## config.mk

```make
export PLATFORM = sky130hd
export DESIGN_NAME = mbr_partition_scanner
export DESIGN_NICKNAME = d
export VERILOG_FILES = /design/src/rtl/mbr_partition_scanner.sv
export SDC_FILE = /design/constraint.sdc
export NUM_CORES = 1
export LEC_CHECK = 0
export BUFFER_PORTS_ARGS = -buffer_cell sky130_fd_sc_hd__buf_2
export CORE_MARGIN = 1
export CORE_UTILIZATION = 55
export CTS_CLUSTER_SIZE = 25
export DETAILED_ROUTE_END_ITERATION = 16
export PLACE_DENSITY = 0.71
export RECOVER_POWER = 25
export SLEW_MARGIN = 10
export SYNTH_ARGS = -nofsm -noshare
export SYNTH_HDL_FRONTEND = slang
export SYNTH_SLANG_ARGS = --single-unit
```

## constraint.sdc

```tcl
create_clock -name clk -period 4.6 [get_ports clk]
set_clock_uncertainty 0.05 [all_clocks]
set_input_delay 0.69 -clock clk [delete_from_list [all_inputs] [get_ports clk]]
set_output_delay 0.69 -clock clk [all_outputs]
set_load 0.005 [all_outputs]
```

## src/rtl/mbr_partition_scanner.sv

```systemverilog
// MBR sector scanner: reads sector MBR_BLOCK_ADDR from the SD/SPI block reader,
// checks the 55 AA signature and selects one partition entry by index or type.
module mbr_partition_scanner #(
    parameter logic [31:0] MBR_BLOCK_ADDR = 32'h0,
    parameter int          NUM_ENTRIES    = 4,
    parameter int          TIMEOUT_CYCLES = 1000000
) (
    input  logic        clk,
    input  logic        reset,
    input  logic        start,
    input  logic        sel_by_type,
    input  logic [1:0]  part_sel,
    input  logic [7:0]  type_code,
    output logic        success,
    output logic        err_signal,
    output logic [2:0]  err_code,
    output logic [31:0] start_lba,
    output logic [31:0] num_sectors,
    output logic [7:0]  part_type,
    output logic [1:0]  part_index,
    output logic [3:0]  valid_mask,
    output logic        spi_r_block,
    output logic        spi_r_byte,
    input  logic        spi_busy,
    input  logic        spi_err,
    output logic [31:0] spi_block_addr,
    input  logic [7:0]  spi_data_out,
    output logic [3:0]  debug_leds
);

    localparam logic [3:0] IDLE       = 4'd0;
    localparam logic [3:0] WAIT_READY = 4'd1;
    localparam logic [3:0] READ_BLOCK = 4'd2;
    localparam logic [3:0] WAIT_BLOCK = 4'd3;
    localparam logic [3:0] READ_DATA  = 4'd4;
    localparam logic [3:0] READ_BYTE  = 4'd5;
    localparam logic [3:0] WAIT_BYTE  = 4'd6;
    localparam logic [3:0] CHECK_SIG  = 4'd7;
    localparam logic [3:0] SELECT     = 4'd8;
    localparam logic [3:0] SUCCESS    = 4'd9;
    localparam logic [3:0] ERROR      = 4'd10;

    localparam logic [2:0] ERR_NONE  = 3'd0;
    localparam logic [2:0] ERR_SPI   = 3'd1;
    localparam logic [2:0] ERR_SIG   = 3'd2;
    localparam logic [2:0] ERR_NOSEL = 3'd3;
    localparam logic [2:0] ERR_TMO   = 3'd4;

    localparam int             TMR_W    = $clog2(TIMEOUT_CYCLES) + 1;
    localparam logic [TMR_W-1:0] TMR_LAST = TMR_W'(TIMEOUT_CYCLES - 1);

    logic [3:0]       state_reg, state_next;
    logic [9:0]       byte_cnt_reg, byte_cnt_next;
    logic [TMR_W-1:0] timer_reg, timer_next;
    logic [1:0]       sel_idx_reg, sel_idx_next;
    logic [2:0]       err_code_reg, err_code_next;

    logic             sel_type_reg;
    logic [1:0]       part_sel_reg;
    logic [7:0]       type_code_reg;
    logic [7:0]       sig0_reg, sig1_reg;
    logic [3:0]       valid_mask_reg;
    logic [31:0]      start_lba_reg, num_sectors_reg;
    logic [7:0]       part_type_reg;
    logic [1:0]       part_index_reg;

    logic             capture_en;
    logic [9:0]       cap_off;
    logic             sig_ok;
    logic [3:0]       wait_exit;

    logic [7:0]       ent_type [NUM_ENTRIES];
    logic [31:0]      ent_lba  [NUM_ENTRIES];
    logic [31:0]      ent_size [NUM_ENTRIES];
    logic [3:0]       ent_valid;

    logic [7:0]       cur_type;
    logic [31:0]      cur_lba, cur_size;
    logic             cur_valid;
    logic             match;

    // Byte k arrives in the READ_DATA visit where byte_cnt == k+1.
    assign capture_en = (state_reg == READ_DATA) && (byte_cnt_reg != 10'd0);
    assign cap_off    = byte_cnt_reg - 10'd1;
    assign sig_ok     = (sig0_reg == 8'h55) && (sig1_reg == 8'hAA);
    assign wait_exit  = (state_reg == WAIT_READY) ? READ_BLOCK : READ_DATA;

    genvar gi;
    generate
        for (gi = 0; gi < NUM_ENTRIES; gi++) begin : g_entry
            localparam int BASE = 446 + 16 * gi;
            logic [7:0]  type_reg;
            logic [31:0] lba_reg;
            logic [31:0] size_reg;

            always_ff @(posedge clk or negedge reset) begin
                if (!reset) begin
                    type_reg <= '0;
                    lba_reg  <= '0;
                    size_reg <= '0;
                end else if (state_reg == IDLE) begin
                    type_reg <= '0;
                    lba_reg  <= '0;
                    size_reg <= '0;
                end else if (capture_en) begin
                    if (cap_off == 10'(BASE + 4))
                        type_reg <= spi_data_out;
                    for (int b = 0; b < 4; b++) begin
                        if (cap_off == 10'(BASE + 8 + b))
                            lba_reg[8*b +: 8] <= spi_data_out;
                        if (cap_off == 10'(BASE + 12 + b))
                            size_reg[8*b +: 8] <= spi_data_out;
                    end
                end
            end

            assign ent_type[gi] = type_reg;
            assign ent_lba[gi]  = lba_reg;
            assign ent_size[gi] = size_reg;
        end
    endgenerate

    always_comb begin
        ent_valid = '0;
        for (int i = 0; i < NUM_ENTRIES; i++)
            ent_valid[i] = (ent_type[i] != 8'h00) && (ent_size[i] != 32'h0);
    end

    // Entry under examination during SELECT.
    always_comb begin
        cur_type  = '0;
        cur_lba   = '0;
        cur_size  = '0;
        cur_valid = 1'b0;
        for (int i = 0; i < NUM_ENTRIES; i++) begin
            if (sel_idx_reg == 2'(i)) begin
                cur_type  = ent_type[i];
                cur_lba   = ent_lba[i];
                cur_size  = ent_size[i];
                cur_valid = valid_mask_reg[i];
            end
        end
        match = cur_valid && (sel_type_reg ? (cur_type == type_code_reg)
                                           : (sel_idx_reg == part_sel_reg));
    end

    always_comb begin
        state_next    = state_reg;
        byte_cnt_next = byte_cnt_reg;
        timer_next    = '0;
        sel_idx_next  = sel_idx_reg;
        err_code_next = err_code_reg;
        case (state_reg)
            IDLE: begin
                byte_cnt_next = '0;
                sel_idx_next  = '0;
                err_code_next = ERR_NONE;
                if (start)
                    state_next = WAIT_READY;
            end
            WAIT_READY, WAIT_BLOCK, WAIT_BYTE: begin
                if (spi_err) begin
                    state_next    = ERROR;
                    err_code_next = ERR_SPI;
                end else if (!spi_busy) begin
                    state_next = wait_exit;
                end else if (timer_reg == TMR_LAST) begin
                    state_next    = ERROR;
                    err_code_next = ERR_TMO;
                end else begin
                    timer_next = timer_reg + 1'b1;
                end
            end
            READ_BLOCK: state_next = WAIT_BLOCK;
            READ_DATA: begin
                if (byte_cnt_reg == 10'd512)
                    state_next = CHECK_SIG;
                else
                    state_next = READ_BYTE;
            end
            READ_BYTE: begin
                byte_cnt_next = byte_cnt_reg + 10'd1;
                state_next    = WAIT_BYTE;
            end
            CHECK_SIG: begin
                sel_idx_next = '0;
                if (sig_ok) begin
                    state_next = SELECT;
                end else begin
                    state_next    = ERROR;
                    err_code_next = ERR_SIG;
                end
            end
            SELECT: begin
                if (match) begin
                    state_next = SUCCESS;
                end else if (sel_idx_reg == 2'(NUM_ENTRIES - 1)) begin
                    state_next    = ERROR;
                    err_code_next = ERR_NOSEL;
                end else begin
                    sel_idx_next = sel_idx_reg + 2'd1;
                end
            end
            SUCCESS, ERROR: begin
                if (!start)
                    state_next = IDLE;
            end
            default: state_next = IDLE;
        endcase
    end

    always_ff @(posedge clk or negedge reset) begin
        if (!reset) begin
            state_reg       <= IDLE;
            byte_cnt_reg    <= '0;
            timer_reg       <= '0;
            sel_idx_reg     <= '0;
            err_code_reg    <= ERR_NONE;
            sel_type_reg    <= 1'b0;
            part_sel_reg    <= '0;
            type_code_reg   <= '0;
            sig0_reg        <= '0;
            sig1_reg        <= '0;
            valid_mask_reg  <= '0;
            start_lba_reg   <= '0;
            num_sectors_reg <= '0;
            part_type_reg   <= '0;
            part_index_reg  <= '0;
        end else begin
            state_reg    <= state_next;
            byte_cnt_reg <= byte_cnt_next;
            timer_reg    <= timer_next;
            sel_idx_reg  <= sel_idx_next;
            err_code_reg <= err_code_next;
            case (state_reg)
                IDLE: begin
                    sig0_reg        <= '0;
                    sig1_reg        <= '0;
                    valid_mask_reg  <= '0;
                    start_lba_reg   <= '0;
                    num_sectors_reg <= '0;
                    part_type_reg   <= '0;
                    part_index_reg  <= '0;
                    if (start) begin
                        sel_type_reg  <= sel_by_type;
                        part_sel_reg  <= part_sel;
                        type_code_reg <= type_code;
                    end
                end
                READ_DATA: begin
                    if (capture_en && cap_off == 10'd510)
                        sig0_reg <= spi_data_out;
                    if (capture_en && cap_off == 10'd511)
                        sig1_reg <= spi_data_out;
                end
                CHECK_SIG: begin
                    if (sig_ok)
                        valid_mask_reg <= ent_valid;
                end
                SELECT: begin
                    if (match) begin
                        start_lba_reg   <= cur_lba;
                        num_sectors_reg <= cur_size;
                        part_type_reg   <= cur_type;
                        part_index_reg  <= sel_idx_reg;
                    end
                end
                default: ;
            endcase
        end
    end

    assign success        = (state_reg == SUCCESS);
    assign err_signal     = (state_reg == ERROR);
    assign err_code       = err_code_reg;
    assign start_lba      = start_lba_reg;
    assign num_sectors    = num_sectors_reg;
    assign part_type      = part_type_reg;
    assign part_index     = part_index_reg;
    assign valid_mask     = valid_mask_reg;
    // The block request stays up for the whole sector transfer.
    assign spi_r_block    = (state_reg == READ_BLOCK) || (state_reg == WAIT_BLOCK) ||
                            (state_reg == READ_DATA)  || (state_reg == READ_BYTE)  ||
                            (state_reg == WAIT_BYTE);
    assign spi_r_byte     = (state_reg == READ_BYTE);
    assign spi_block_addr = MBR_BLOCK_ADDR;
    assign debug_leds     = state_reg;

endmodule

```

==> Implementation_results.wiki, run 1 <==
{| class="wikitable"
! Metric !! Value
|-
| Tot GR Track Use || 0.278
|-
| Number of gates given a new drive strength after cts || 0
|-
| Most instantiated cells after synthesis || 447 x sky130_fd_sc_hd__nand2_1, 433 x sky130_fd_sc_hd__dfrtp_1, 307 x sky130_fd_sc_hd__a21oi_1
|-
| Startpoint kind of the worst setup timing path || register
|-
| Wire length of the first global-routing pass || roughly 92000 µm
|-
| Highest clock rate || roughly 280 MHz
|-
| Overall via count from detail_route || 17400
|-
| DP HPWL || 34700 µm
|-
| Average detailed-routed wire length per instance || ~19 µm
|-
| Flip-flop and latch count after synthesis || roughly 430
|-
| Overall power || between 0.01 and 0.015 W
|-
| Number of pins exceeding their max-slew limit in the final report || just under 100
|-
| Die area || 0.0411 mm²
|-
| Result of the run || finished, violations left
|-
| Horizontal die dimension || ~200 µm
|-
| Clock latency on the worst-skew pair || approximately 0.58 ns
|-
| Post-Synth XOR/XNOR Area || 0.0131
|-
| I/O pin count || between 100 and 150
|-
| Main area contributors after synthesis || sky130_fd_sc_hd__dfrtp_1 49%, sky130_fd_sc_hd__mux2i_1 11%, sky130_fd_sc_hd__nand2_1 7.6%, sky130_fd_sc_hd__a21oi_1 6.9%, sky130_fd_sc_hd__nor2_1 4.1%
|-
| Most area-hungry cell type in the Yosys netlist || sky130_fd_sc_hd__dfrtp_1
|-
| Synth Area in Simple Gates || 0.191
|-
| Cells after synthesis || approximately 2400
|-
| Buffers from clock root to sink, at most || 3
|-
| Number of enable flip-flop cells after synthesis || 0
|-
| Total of buffers placed on input and output ports || about 110
|-
| Top fanout value on the critical path || 75
|-
| Post-synthesis cell area || approximately 0.022 mm²
|-
| Clock Sink Count || 433
|-
| Last weighted congestion value of the routability-driven placer || ~0.83
|-
| Die Height || 203 µm
|-
| Grt ovf || 0
|-
| Violated checks || max-capacitance violations, max-slew violations
|-
| Number of violations reported at the end of detailed-routing iteration 0 || about 1500
|-
| Clk pin slew, worst setup/hold paths || around 0.060 ns
|-
| Post-layout minimum cycle time || approximately 3.6 ns
|-
| CTS Hold Bufs || 0
|-
| Vias in the first global route || approximately 17000
|-
| Pleak || roughly 11 nW
|-
| Final routed wirelength across all metal layers || about 56000 µm
|-
| TritonRoute pass-1 iters || 5
|-
| Adder and majority cell fraction of the synthesized area || 0.00622
|-
| Layout overhead on the synthesized area || 9.81%
|-
| Critical Path RT || 5.03 ns
|-
| Fraction of synthesized area in multiplexers || 0.118
|-
| Initial antenna violation count || 0
|-
| Starting utilization of the core area || 0.557
|-
| Worst ir drop on vdd || approximately 0.42 mV
|-
| Detailed-route DRC error count || 0
|-
| Final period utilization || 0.773
|-
| Share of Yosys cell area claimed by the top area cell type || 0.489
|-
| CP arrival || roughly 4 ns
|-
| Count of yosys warnings during synthesis || 0
|-
| Endpoint type of the worst setup path || register
|-
| Setup repair after global routing missed its margin || no
|-
| Post CTS Setup Buffer Count || 0
|-
| CTS Buf Count || between 40 and 50
|-
| # H-tree levels || 2
|-
| Cell variety after synth || 71
|-
| Max-slew headroom || -0.721
|-
| Core Area || around 0.040 mm²
|-
| ANT nets after route || 0
|-
| Number of standard-cell rows in the floorplan || 73
|-
| Number of vias per cell || between 5 and 6
|-
| Kind of path behind the tightest hold check || in2reg
|-
| Standard cell area after detailed placement || between 0.02 and 0.025 mm²
|-
| Post-route setup TNS || 0 ns
|-
| Layout filler cell count || roughly 3400
|-
| Seq/Total Area, Yosys || 0.489
|-
| Clock tree from TritonCTS || done
|-
| Pwr Density || approximately 420 mW/mm²
|-
| Setup CP Type || reg2reg
|-
| Final Cell Area || about 0.024 mm²
|-
| Fraction of the mapped netlist area in compound gates || 0.130
|-
| Final net count || ~2400
|-
| Maximum number of pins on one net before global-route repair || approximately 150
|-
| Share of post-route cells with drive strength above 1 || 0.119
|-
| Cell chosen for the clock root || sky130_fd_sc_hd__clkbuf_16
|-
| Diodes inserted || 0
|-
| MaxCap Viol Count || 1
|-
| Combinational family with the most area after synthesis || simple AND/OR/NAND/NOR gates
|-
| Hold violation total from the final report || 0
|-
| Share of flip-flops with an asynchronous set or reset || 1.00
|-
| Most common flop cell mapped by yosys || sky130_fd_sc_hd__dfrtp_1
|-
| Final number of setup-violating endpoints || 0
|-
| Most instantiated library cell after synthesis || sky130_fd_sc_hd__nand2_1
|-
| Avg Inst Size Synth || between 9 and 10 µm²
|-
| Worst-Margin Slew || between 2 and 3 ns
|}
cell type report:
class / instances / area, µm² / area share
Tap cell: 525 / 657 / 0.0270
Clock buffer: 62 / 1360 / 0.0557
Timing Repair Buffer: 136 / 778 / 0.0320
Clock inverter: 21 / 244 / 0.0100
Sequential cell: 433 / 10800 / 0.446
Multi-Input combinational cell: 1769 / 10400 / 0.426
Inverter: 24 / 90.1 / 0.00371
report_power, final:
part	total, W	leakage [nW]	internal, W	switching, W
clock network	0.00390	0.786	0.00234	0.00155
logic	0.00221	4.46	0.000547	0.00166
registers	0.00405	6.02	0.00390	0.000151
metal layers:
layer  vias to the layer above  share of wire  routed length [µm]  track usage
met3                       110          0.054                3030       0.0424
met5                         -              0                   0            0
met1                      8587           0.44               24400        0.382
li1                       8180              -                   -            -
met2                       531           0.48               27100        0.459
met4                         0          0.026                1450       0.0792
path summary, 6_finish.rpt:
check | start | end | slack [ns] | cells past startpoint
worst max-delay path | sel_idx_reg[1]$_DFFE_PN0P_ | start_lba[3]$_DFFE_PN0P_ | 1.05 | 11
max in group asynchronous | reset | g_entry[1].lba_reg[28]$_DFFE_PN0P_ | 1.18 | 2
min in group asynchronous | reset | timer_reg[17]$_DFF_PN0_ | 0.81 | 1
worst min-delay path | type_code[7] | type_code_reg[7]$_DFFE_PN0P_ | 0.30 | 2
worst max register to register | sel_idx_reg[1]$_DFFE_PN0P_ | start_lba[3]$_DFFE_PN0P_ | 1.05 | 11
worst min register to register | err_code[1]$_DFFE_PN0P_ | err_code[1]$_DFFE_PN0P_ | 0.44 | 1
cells in the final DEF, fill, tap and decap left out, types with 7 or more instances in the layout:
master and n:
sky130_fd_sc_hd__dfrtp_1 433, sky130_fd_sc_hd__buf_4 19, sky130_fd_sc_hd__or2_2 7, sky130_fd_sc_hd__a211oi_1 9, sky130_fd_sc_hd__clkbuf_8 8, sky130_fd_sc_hd__inv_1 21, sky130_fd_sc_hd__mux2i_1 245, sky130_fd_sc_hd__clkbuf_16 49
sky130_fd_sc_hd__a21oi_1 307, sky130_fd_sc_hd__nor4_1 41, sky130_fd_sc_hd__nand2_1 446, sky130_fd_sc_hd__a31o_2 8, sky130_fd_sc_hd__nand4_1 16, sky130_fd_sc_hd__a221oi_1 8, sky130_fd_sc_hd__nor3b_1 8, sky130_fd_sc_hd__o21ai_0 164
sky130_fd_sc_hd__xnor2_1 21, sky130_fd_sc_hd__nand3b_1 42, sky130_fd_sc_hd__xor2_1 12, sky130_fd_sc_hd__mux2_2 14, sky130_fd_sc_hd__conb_1 32, sky130_fd_sc_hd__clkinv_2 11, sky130_fd_sc_hd__nand3_1 17, sky130_fd_sc_hd__nand2b_1 7
sky130_fd_sc_hd__buf_2 111, sky130_fd_sc_hd__nor2_1 243, sky130_fd_sc_hd__nor2_4 9, sky130_fd_sc_hd__ha_1 7, sky130_fd_sc_hd__nor2_8 12, sky130_fd_sc_hd__nor2_2 8
critical path, cell delays in order (launching register included):
cell and delay (ns):
sky130_fd_sc_hd__dfrtp_1 0.46, sky130_fd_sc_hd__inv_1 0.19, sky130_fd_sc_hd__ha_4 0.65, sky130_fd_sc_hd__a211oi_1 0.17, sky130_fd_sc_hd__a221oi_1 0.48, sky130_fd_sc_hd__xnor2_1 0.12, sky130_fd_sc_hd__nand4_1 0.11, sky130_fd_sc_hd__o21ai_1 0.06
sky130_fd_sc_hd__buf_4 0.21, sky130_fd_sc_hd__nand2_4 0.08, sky130_fd_sc_hd__buf_4 0.53, sky130_fd_sc_hd__mux2i_1 0.27
cells by family after synthesis:
family | Yosys count
mux | 259
buf+inv | 249
simple gates | 901
fa+ha+maj | 11
xor+xnor | 33
flops | 433
compound gates | 533
other cells | 1
metrics by stage:
step | setup slack, ns | util | instances | hold slack (ns)
floorplan | 2.02 | - | 2451 | 0.344
global placement | 1.23 | 0.573 | 2887 | 0.423
detailed placement | 1.11 | 0.573 | 2887 | 0.433
CTS | 1.06 | 0.613 | 2970 | 0.101
global route | 0.485 | 0.612 | 2970 | 0.273
finish | 1.05 | 0.612 | 2970 | 0.296
Power figures use the tool's default switching activity.
==> inputs of run 2 (changes only) <==
clock period = 3.36 ns   (was 4.6 ns; I/O delays follow)
==> run 2 against run 1 <==
Compared with the run above: the run still ends with max-capacitance violations, max-slew violations left; die area stayed put; utilization is 0.68 points higher; count of clock-buffer cells in the layout is 5 higher; sequential power is 37% higher; worst setup slack worse by 0.72 ns; power is 36% higher; largest cell class unchanged; wire length is 1.3% higher; non-clock buffer count is 31 higher.
==> Implementation_results.wiki, run 2 (synthesized netlist as in run 1, its figures left out) <==
{| class="wikitable"
! Metric !! Value
|-
| Max-slew headroom || -0.561 (was -0.721)
|-
| TritonRoute pass-1 iters || 5 (unchanged)
|-
| Final net count || 2475 (was 2445)
|-
| Violated checks || max-capacitance violations, max-slew violations (unchanged)
|-
| Post-route setup TNS || 0 ns (unchanged)
|-
| Clock Sink Count || 433 (unchanged)
|-
| Number of standard-cell rows in the floorplan || 73 (unchanged)
|-
| I/O pin count || 145 (unchanged)
|-
| Slowest stage cell on the critical path || sky130_fd_sc_hd__dfrtp_1 (was sky130_fd_sc_hd__ha_4)
|-
| Initial antenna violation count || 0 (unchanged)
|-
| Switching fraction of total power || 0.334 (was 0.331)
|-
| NetSw || 0.00462 W (was 0.00337 W)
|-
| Setup repair after global routing missed its margin || no (unchanged)
|-
| Clock tree from TritonCTS || done (unchanged)
|-
| Min Hold Slack || 0.108 ns (was 0.296 ns)
|-
| Clock latency on the worst-skew pair || 0.59 ns (was 0.58 ns)
|-
| HP Start || part_sel[1] (was type_code[7])
|-
| Result of the run || finished, violations left (unchanged)
|-
| Worst-Margin Slew || 2.34 ns (was 2.58 ns)
|-
| Average detailed-routed wire length per instance || 18.9 µm (was 18.8 µm)
|-
| Clk pin slew, worst setup/hold paths || 0.06 ns (about the same)
|-
| Power share of the clock group || 0.371 (was 0.384)
|-
| Layout filler cell count || 3322 (was 3396)
|-
| DP HPWL || 35800 µm (was 34700 µm)
|-
| Layout overhead on the synthesized area || 11.0% (was 9.81%)
|-
| Cell chain of the critical path || inv_1, ha_1, nor3b_2, nand4b_1, o2bb2ai_4, o211ai_4, buf_12, nor2_2, nand2_1, a21oi_1 (was inv_1, ha_4, a211oi_1, a221oi_1, xnor2_1, nand4_1, o21ai_1, buf_4, nand2_4, buf_4, mux2i_1)
|-
| Delay contributed by the slowest stage of the critical path || 0.47 ns (was 0.65 ns)
|-
| Post-layout minimum cycle time || 3.03 ns (was 3.55 ns)
|-
| Last weighted congestion value of the routability-driven placer || 0.865 (was 0.826)
|-
| Cell chosen for the clock root || sky130_fd_sc_hd__clkbuf_16 (unchanged)
|-
| Tot GR Track Use || 0.280 (was 0.278)
|-
| Internal Pwr Total || 0.00921 W (was 0.00679 W)
|-
| Worst ir drop on vdd || 0.454 mV (was 0.422 mV)
|-
| # H-tree levels || 2 (unchanged)
|-
| Share of post-route cells with drive strength above 1 || 0.129 (was 0.119)
|-
| Starting utilization of the core area || 0.557 (unchanged)
|-
| Pleak || 11.4 nW (was 11.3 nW)
|-
| Final routed wirelength across all metal layers || 56700 µm (was 56000 µm)
|-
| Cell depth of the worst hold path || 2 (unchanged)
|-
| Maximum number of pins on one net before global-route repair || 111 (was 153)
|-
| CTS Buf Count || 45 (was 46)
|-
| Most common cell after layout, fill and taps aside || sky130_fd_sc_hd__nand2_1 (unchanged)
|-
| R2R Setup Slk || 0.33 ns (was 1.05 ns)
|-
| Number of violations reported at the end of detailed-routing iteration 0 || 1392 (was 1450)
|-
| Fraction of power consumed by sequential logic || 0.401 (was 0.399)
|-
| Pwr Density || 563 mW/mm² (was 418 mW/mm²)
|-
| Commonest cells after routing, fill and taps aside || 446 x sky130_fd_sc_hd__nand2_1, 433 x sky130_fd_sc_hd__dfrtp_1, 307 x sky130_fd_sc_hd__a21oi_1 (unchanged)
|-
| Final cell count without fillers || 2996 (was 2970)
|-
| Final number of setup-violating endpoints || 0 (unchanged)
|-
| CP arrival || 3.46 ns (was 3.99 ns)
|-
| Vias in the first global route || 17200 (was 16800)
|-
| Worst R2R Path Depth || 10 (was 11)
|-
| Kind of path behind the tightest hold check || in2reg (unchanged)
|-
| Detailed-route DRC error count || 0 (unchanged)
|-
| Top fanout value on the critical path || 45 (was 75)
|-
| Buffers from clock root to sink, at most || 3 (unchanged)
|-
| Die area || 0.0411 mm² (unchanged)
|-
| MaxCap Viol Count || 1 (unchanged)
|-
| Grt ovf || 0 (unchanged)
|-
| Hold violation total from the final report || 0 (unchanged)
|-
| Wire length of the first global-routing pass || 92300 µm (was 91500 µm)
|-
| Highest clock rate || 330 MHz (was 281 MHz)
|-
| Critical Path RT || 3.79 ns (was 5.03 ns)
|-
| Relative contribution of combinational cells to total power || 0.228 (was 0.217)
|-
| Setup CP Type || reg2reg (unchanged)
|-
| Endpoint type of the worst setup path || register (unchanged)
|-
| Startpoint kind of the worst setup timing path || register (unchanged)
|-
| Final period utilization || 0.903 (was 0.773)
|-
| Core Area || 0.0397 mm² (unchanged)
|-
| R2R Path Start || byte_cnt_reg[0]$_DFFE_PN0P_ (was sel_idx_reg[1]$_DFFE_PN0P_)
|-
| ANT nets after route || 0 (unchanged)
|-
| Reg-to-reg critical path endpoint || g_entry[3].size_reg[12]$_DFFE_PN0P_ (was start_lba[3]$_DFFE_PN0P_)
|-
| Overall via count from detail_route || 17700 (was 17400)
|-
| Diodes inserted || 0 (unchanged)
|-
| Post-route setup slack || 0.327 ns (was 1.05 ns)
|-
| Total of buffers placed on input and output ports || 112 (unchanged)
|-
| Number of vias per cell || 5.89 (was 5.86)
|-
| Place WS || 0.107 ns (was 1.11 ns)
|-
| Cell count after placement || 2916 (was 2887)
|-
| Number of pins exceeding their max-slew limit in the final report || 76 (was 99)
|-
| Horizontal die dimension || 203 µm (unchanged)
|-
| Die Height || 203 µm (unchanged)
|-
| End of the worst hold path || part_sel_reg[1]$_DFFE_PN0P_ (was type_code_reg[7]$_DFFE_PN0P_)
|}
[run 2: cell types whose count changed in the layout (fill, tap and decap cells not counted), sizes merged]
cell | previous run | this run
buf | 133 | 165
bufinv | 5 | 3
clkbuf | 65 | 68
clkinv | 12 | 7
clkinvlp | 4 | 1
dlygate4sd3 | 0 | 1
[run 2: per-layer routing]
metal  vias up  wire length, µm  track usage
met3       115             3130       0.0414
met5         -                0            0
li1       8235                -            -
met2       548            27200        0.462
met4         0             1500       0.0846
met1      8754            24900        0.382
[run 2: metrics by stage]
step	cell area (µm²)	total power (W)	util
after global placement	23100	0.00869	0.580
after floorplan	22300	0.00782	-
after detailed placement	23100	0.00874	0.580
after global routing	24600	0.0144	0.619
after CTS	24600	0.0139	0.618
final	24600	0.0138	0.619
[run 2: critical path: cells and delay by family, from the launching register on]
kind	cells	cell delay, ns
AO/OA/AOI/OAI	3	0.73
AND/OR/NAND/NOR	4	1.00
adder cells (fa/ha/maj)	1	0.25
flip-flops	1	0.47
buffers and inverters	2	0.40
[run 2: worst max path at each step]
| stage | end | startpoint | slack, ns |
|---|---|---|---|
| floorplan | part_type[5]$_DFFE_PN0P_ | sel_idx_reg[0]$_DFFE_PN0P_ | 0.78 |
| global placement | g_entry[3].type_reg[2]$_DFFE_PN0P_ | byte_cnt_reg[0]$_DFFE_PN0P_ | 0.26 |
| detailed placement | g_entry[3].size_reg[14]$_DFFE_PN0P_ | byte_cnt_reg[1]$_DFFE_PN0P_ | 0.11 |
| CTS | g_entry[3].size_reg[12]$_DFFE_PN0P_ | byte_cnt_reg[1]$_DFFE_PN0P_ | 0.01 |
| global route | g_entry[2].size_reg[24]$_DFFE_PN0P_ | byte_cnt_reg[1]$_DFFE_PN0P_ | 0.13 |
| finish | g_entry[3].size_reg[12]$_DFFE_PN0P_ | byte_cnt_reg[0]$_DFFE_PN0P_ | 0.33 |
[run 2: layout make-up]
class	count	area [µm²]	area share
Clock inverter	11	136	0.00555
Multi-Input combinational cell	1769	10400	0.422
Clock buffer	67	1370	0.0558
Tap cell	525	657	0.0267
Sequential cell	433	10800	0.441
Inverter	24	90.1	0.00366
Timing Repair Buffer	167	1130	0.0458
[run 2: what timing repair did]
action                     4_1_cts  5_1_grt
hold endpoints to repair        74        0
setup endpoints to repair        0       53
gates resized for setup          0        5
setup buffers                    0        1
hold buffers                     1        0
[run 2: power by group through the flow]
stage	combinational, W	sequential [W]	clock (W)
final	0.00315	0.00555	0.00513
after global routing	0.00343	0.00556	0.00540
after CTS	0.00313	0.00554	0.00520
after detailed placement	0.00310	0.00564	0
after global placement	0.00306	0.00563	0
after floorplan	0.00230	0.00552	0
==> inputs of run 3 (changes only) <==
CORE_MARGIN = 3   (was 1)
CTS_BUF_LIST = sky130_fd_sc_hd__clkbuf_16   (was not set)
==> run 3 against run 2 <==
Compared with the run above: the flow still finishes with violations (max-capacitance violations, max-slew violations); clock power fell by 5.8%; worst hold slack gained 0.0039 ns; via count is 0.28% lower; sequential cell count unchanged; count of clock-buffer cells in the layout down 18; largest cell class unchanged; sequential power is 2% lower; wire length grew 0.49%; power is 2.1% lower; sequential share of layout area rose by 0.35 points; largest power group unchanged; fmax decreased by 2.3%.
==> Implementation_results.wiki, run 3 (synthesized netlist as in run 1, its figures left out) <==
{| class="wikitable"
! Metric !! Value
|-
| Min Hold Slack || 0.112 ns (was 0.108 ns)
|-
| Cell chain of the critical path || inv_1, ha_1, nor3b_2, nand4b_1, o2bb2ai_4, o211ai_4, buf_12, nor2_1, nand2_1, a21oi_1 (was inv_1, ha_1, nor3b_2, nand4b_1, o2bb2ai_4, o211ai_4, buf_12, nor2_2, nand2_1, a21oi_1)
|-
| Slowest stage cell on the critical path || sky130_fd_sc_hd__nor2_1 (was sky130_fd_sc_hd__dfrtp_1)
|-
| Initial antenna violation count || 1 (was 0)
|-
| Post CTS Setup Buffer Count || 0 (unchanged)
|-
| Worst R2R Path Depth || 10 (unchanged)
|-
| Diodes inserted || 0 (unchanged)
|-
| Share of post-route cells with drive strength above 1 || 0.122 (was 0.129)
|-
| Most common cell after layout, fill and taps aside || sky130_fd_sc_hd__nand2_1 (unchanged)
|-
| Pleak || 11.4 nW (about the same)
|-
| Max-slew headroom || -0.467 (was -0.561)
|-
| Clk pin slew, worst setup/hold paths || 0.06 ns (about the same)
|-
| Clock latency on the worst-skew pair || 0.57 ns (was 0.59 ns)
|-
| Average detailed-routed wire length per instance || 19.1 µm (was 18.9 µm)
|-
| HP Start || part_sel[0] (was part_sel[1])
|-
| Number of violations reported at the end of detailed-routing iteration 0 || 1601 (was 1392)
|-
| Horizontal die dimension || 207 µm (was 203 µm)
|-
| Maximum number of pins on one net before global-route repair || 199 (was 111)
|-
| Pwr Density || 555 mW/mm² (was 563 mW/mm²)
|-
| Grt ovf || 0 (unchanged)
|-
| Final number of setup-violating endpoints || 0 (unchanged)
|-
| Final routed wirelength across all metal layers || 57000 µm (was 56700 µm)
|-
| Startpoint kind of the worst setup timing path || register (unchanged)
|-
| MaxCap Viol Count || 1 (unchanged)
|-
| Worst-Margin Slew || 2.20 ns (was 2.34 ns)
|-
| Clock tree from TritonCTS || done (unchanged)
|-
| Layout filler cell count || 3331 (was 3322)
|-
| Buffers from clock root to sink, at most || 3 (unchanged)
|-
| ANT nets after route || 0 (unchanged)
|-
| Top fanout value on the critical path || 50 (was 45)
|-
| CP arrival || 3.53 ns (was 3.46 ns)
|-
| Setup CP Type || reg2reg (unchanged)
|-
| CP delay by family, top || simple AND/OR/NAND/NOR gates (unchanged)
|-
| CTS Buf Count || 46 (was 45)
|-
| Layout overhead on the synthesized area || 10.2% (was 11.0%)
|-
| Wire length of the first global-routing pass || 91500 µm (was 92300 µm)
|-
| Cell depth of the worst hold path || 2 (unchanged)
|-
| Share of the core filled with cells in the final layout || 0.622 (was 0.619)
|-
| Final net count || 2472 (was 2475)
|-
| I/O pin count || 145 (unchanged)
|-
| Detailed-route DRC error count || 0 (unchanged)
|-
| Number of standard-cell rows in the floorplan || 72 (was 73)
|-
| Post-route setup TNS || 0 ns (unchanged)
|-
| Result of the run || finished, violations left (unchanged)
|-
| Bufs and invs on worst path || 2 (unchanged)
|-
| Post-route setup slack || 0.256 ns (was 0.327 ns)
|-
| Cell chosen for the clock root || sky130_fd_sc_hd__clkbuf_16 (unchanged)
|-
| Post-layout minimum cycle time || 3.10 ns (was 3.03 ns)
|-
| R2R Setup Slk || 0.26 ns (was 0.33 ns)
|-
| Highest clock rate || 322 MHz (was 330 MHz)
|-
| Delay contributed by the slowest stage of the critical path || 0.51 ns (was 0.47 ns)
|-
| Die Height || 207 µm (was 203 µm)
|-
| Die area || 0.0427 mm² (was 0.0411 mm²)
|-
| Violated checks || max-capacitance violations, max-slew violations (unchanged)
|-
| DP HPWL || 35800 µm (about the same)
|-
| Worst ir drop on vdd || 0.528 mV (was 0.454 mV)
|-
| Tot GR Track Use || 0.267 (was 0.280)
|-
| Endpoint type of the worst setup path || register (unchanged)
|-
| Reg-to-reg critical path endpoint || g_entry[3].size_reg[0]$_DFFE_PN0P_ (was g_entry[3].size_reg[12]$_DFFE_PN0P_)
|-
| Hold violation total from the final report || 0 (unchanged)
|-
| Final period utilization || 0.924 (was 0.903)
|-
| # H-tree levels || 2 (unchanged)
|-
| Place WS || 0.325 ns (was 0.107 ns)
|-
| Starting utilization of the core area || 0.565 (was 0.557)
|-
| Number of vias per cell || 5.89 (about the same)
|-
| TritonRoute pass-1 iters || 8 (was 5)
|-
| Overall power || 0.0135 W (was 0.0138 W)
|-
| End of the worst hold path || part_sel_reg[0]$_DFFE_PN0P_ (was part_sel_reg[1]$_DFFE_PN0P_)
|-
| Critical Path RT || 3.79 ns (about the same)
|-
| Setup repair after global routing missed its margin || no (unchanged)
|-
| Commonest cells after routing, fill and taps aside || 446 x sky130_fd_sc_hd__nand2_1, 433 x sky130_fd_sc_hd__dfrtp_1, 307 x sky130_fd_sc_hd__a21oi_1 (unchanged)
|-
| Overall via count from detail_route || 17600 (was 17700)
|-
| Vias in the first global route || 17200 (about the same)
|-
| Clock Sink Count || 433 (unchanged)
|-
| Core Area || 0.0392 mm² (was 0.0397 mm²)
|-
| R2R Path Start || byte_cnt_reg[1]$_DFFE_PN0P_ (was byte_cnt_reg[0]$_DFFE_PN0P_)
|-
| Kind of path behind the tightest hold check || in2reg (unchanged)
|-
| Last weighted congestion value of the routability-driven placer || 0.859 (was 0.865)
|-
| Total of buffers placed on input and output ports || 112 (unchanged)
|-
| Number of pins exceeding their max-slew limit in the final report || 78 (was 76)
|}
run 3: area by class of cell:
type / instances / area (µm²) / share of cell area
multi-input combinational: 1769 / 10400 / 0.425
sequential: 433 / 10800 / 0.444
tap: 518 / 648 / 0.0266
clock buffer: 49 / 1230 / 0.0503
timing repair buffer: 163 / 1040 / 0.0427
inverter: 24 / 90.1 / 0.00369
clock inverter: 34 / 193 / 0.00790
run 3: timing repair:
item | 4_1_cts | 5_1_grt
hold buffers | 1 | 0
resized for setup | 0 | 1
hold endpoints to repair | 74 | 0
endpoints found under the setup margin | 0 | 7
run 3: per-stage QoR:
step | area, µm² | cells
final | 24400 | 2990
after global routing | 24400 | 2990
after CTS | 24400 | 2990
after detailed placement | 23000 | 2906
after global placement | 23000 | 2906
after floorplan | 22300 | 2451
run 3: how the worst max path moves through the flow:
stage / from / to / depth (start not counted)
3_5_place_dp: sel_idx_reg[0]$_DFFE_PN0P_ / num_sectors[1]$_DFFE_PN0P_ / 10
4_1_cts: byte_cnt_reg[1]$_DFFE_PN0P_ / g_entry[2].size_reg[28]$_DFFE_PN0P_ / 10
3_3_place_gp: sel_idx_reg[0]$_DFFE_PN0P_ / num_sectors[2]$_DFFE_PN0P_ / 10
5_1_grt: byte_cnt_reg[1]$_DFFE_PN0P_ / g_entry[3].size_reg[0]$_DFFE_PN0P_ / 10
2_1_floorplan: sel_idx_reg[0]$_DFFE_PN0P_ / part_type[5]$_DFFE_PN0P_ / 12
6_report: byte_cnt_reg[1]$_DFFE_PN0P_ / g_entry[3].size_reg[0]$_DFFE_PN0P_ / 10
run 3: per-layer routing:
metal	part of all wire	vias to the layer above	wire [µm]	global-route usage
met2	0.47	558	27000	0.428
met3	0.062	110	3510	0.0536
met5	0.00023	-	13	0
li1	-	8237	-	-
met4	0.027	2	1510	0.0824
met1	0.44	8695	24900	0.369
run 3: report_power, final:
part	internal (W)	total, W	switching, W
Clock	0.00276	0.00483	0.00207
Sequential	0.00534	0.00546	0.000116
Combinational	0.000844	0.00324	0.00240
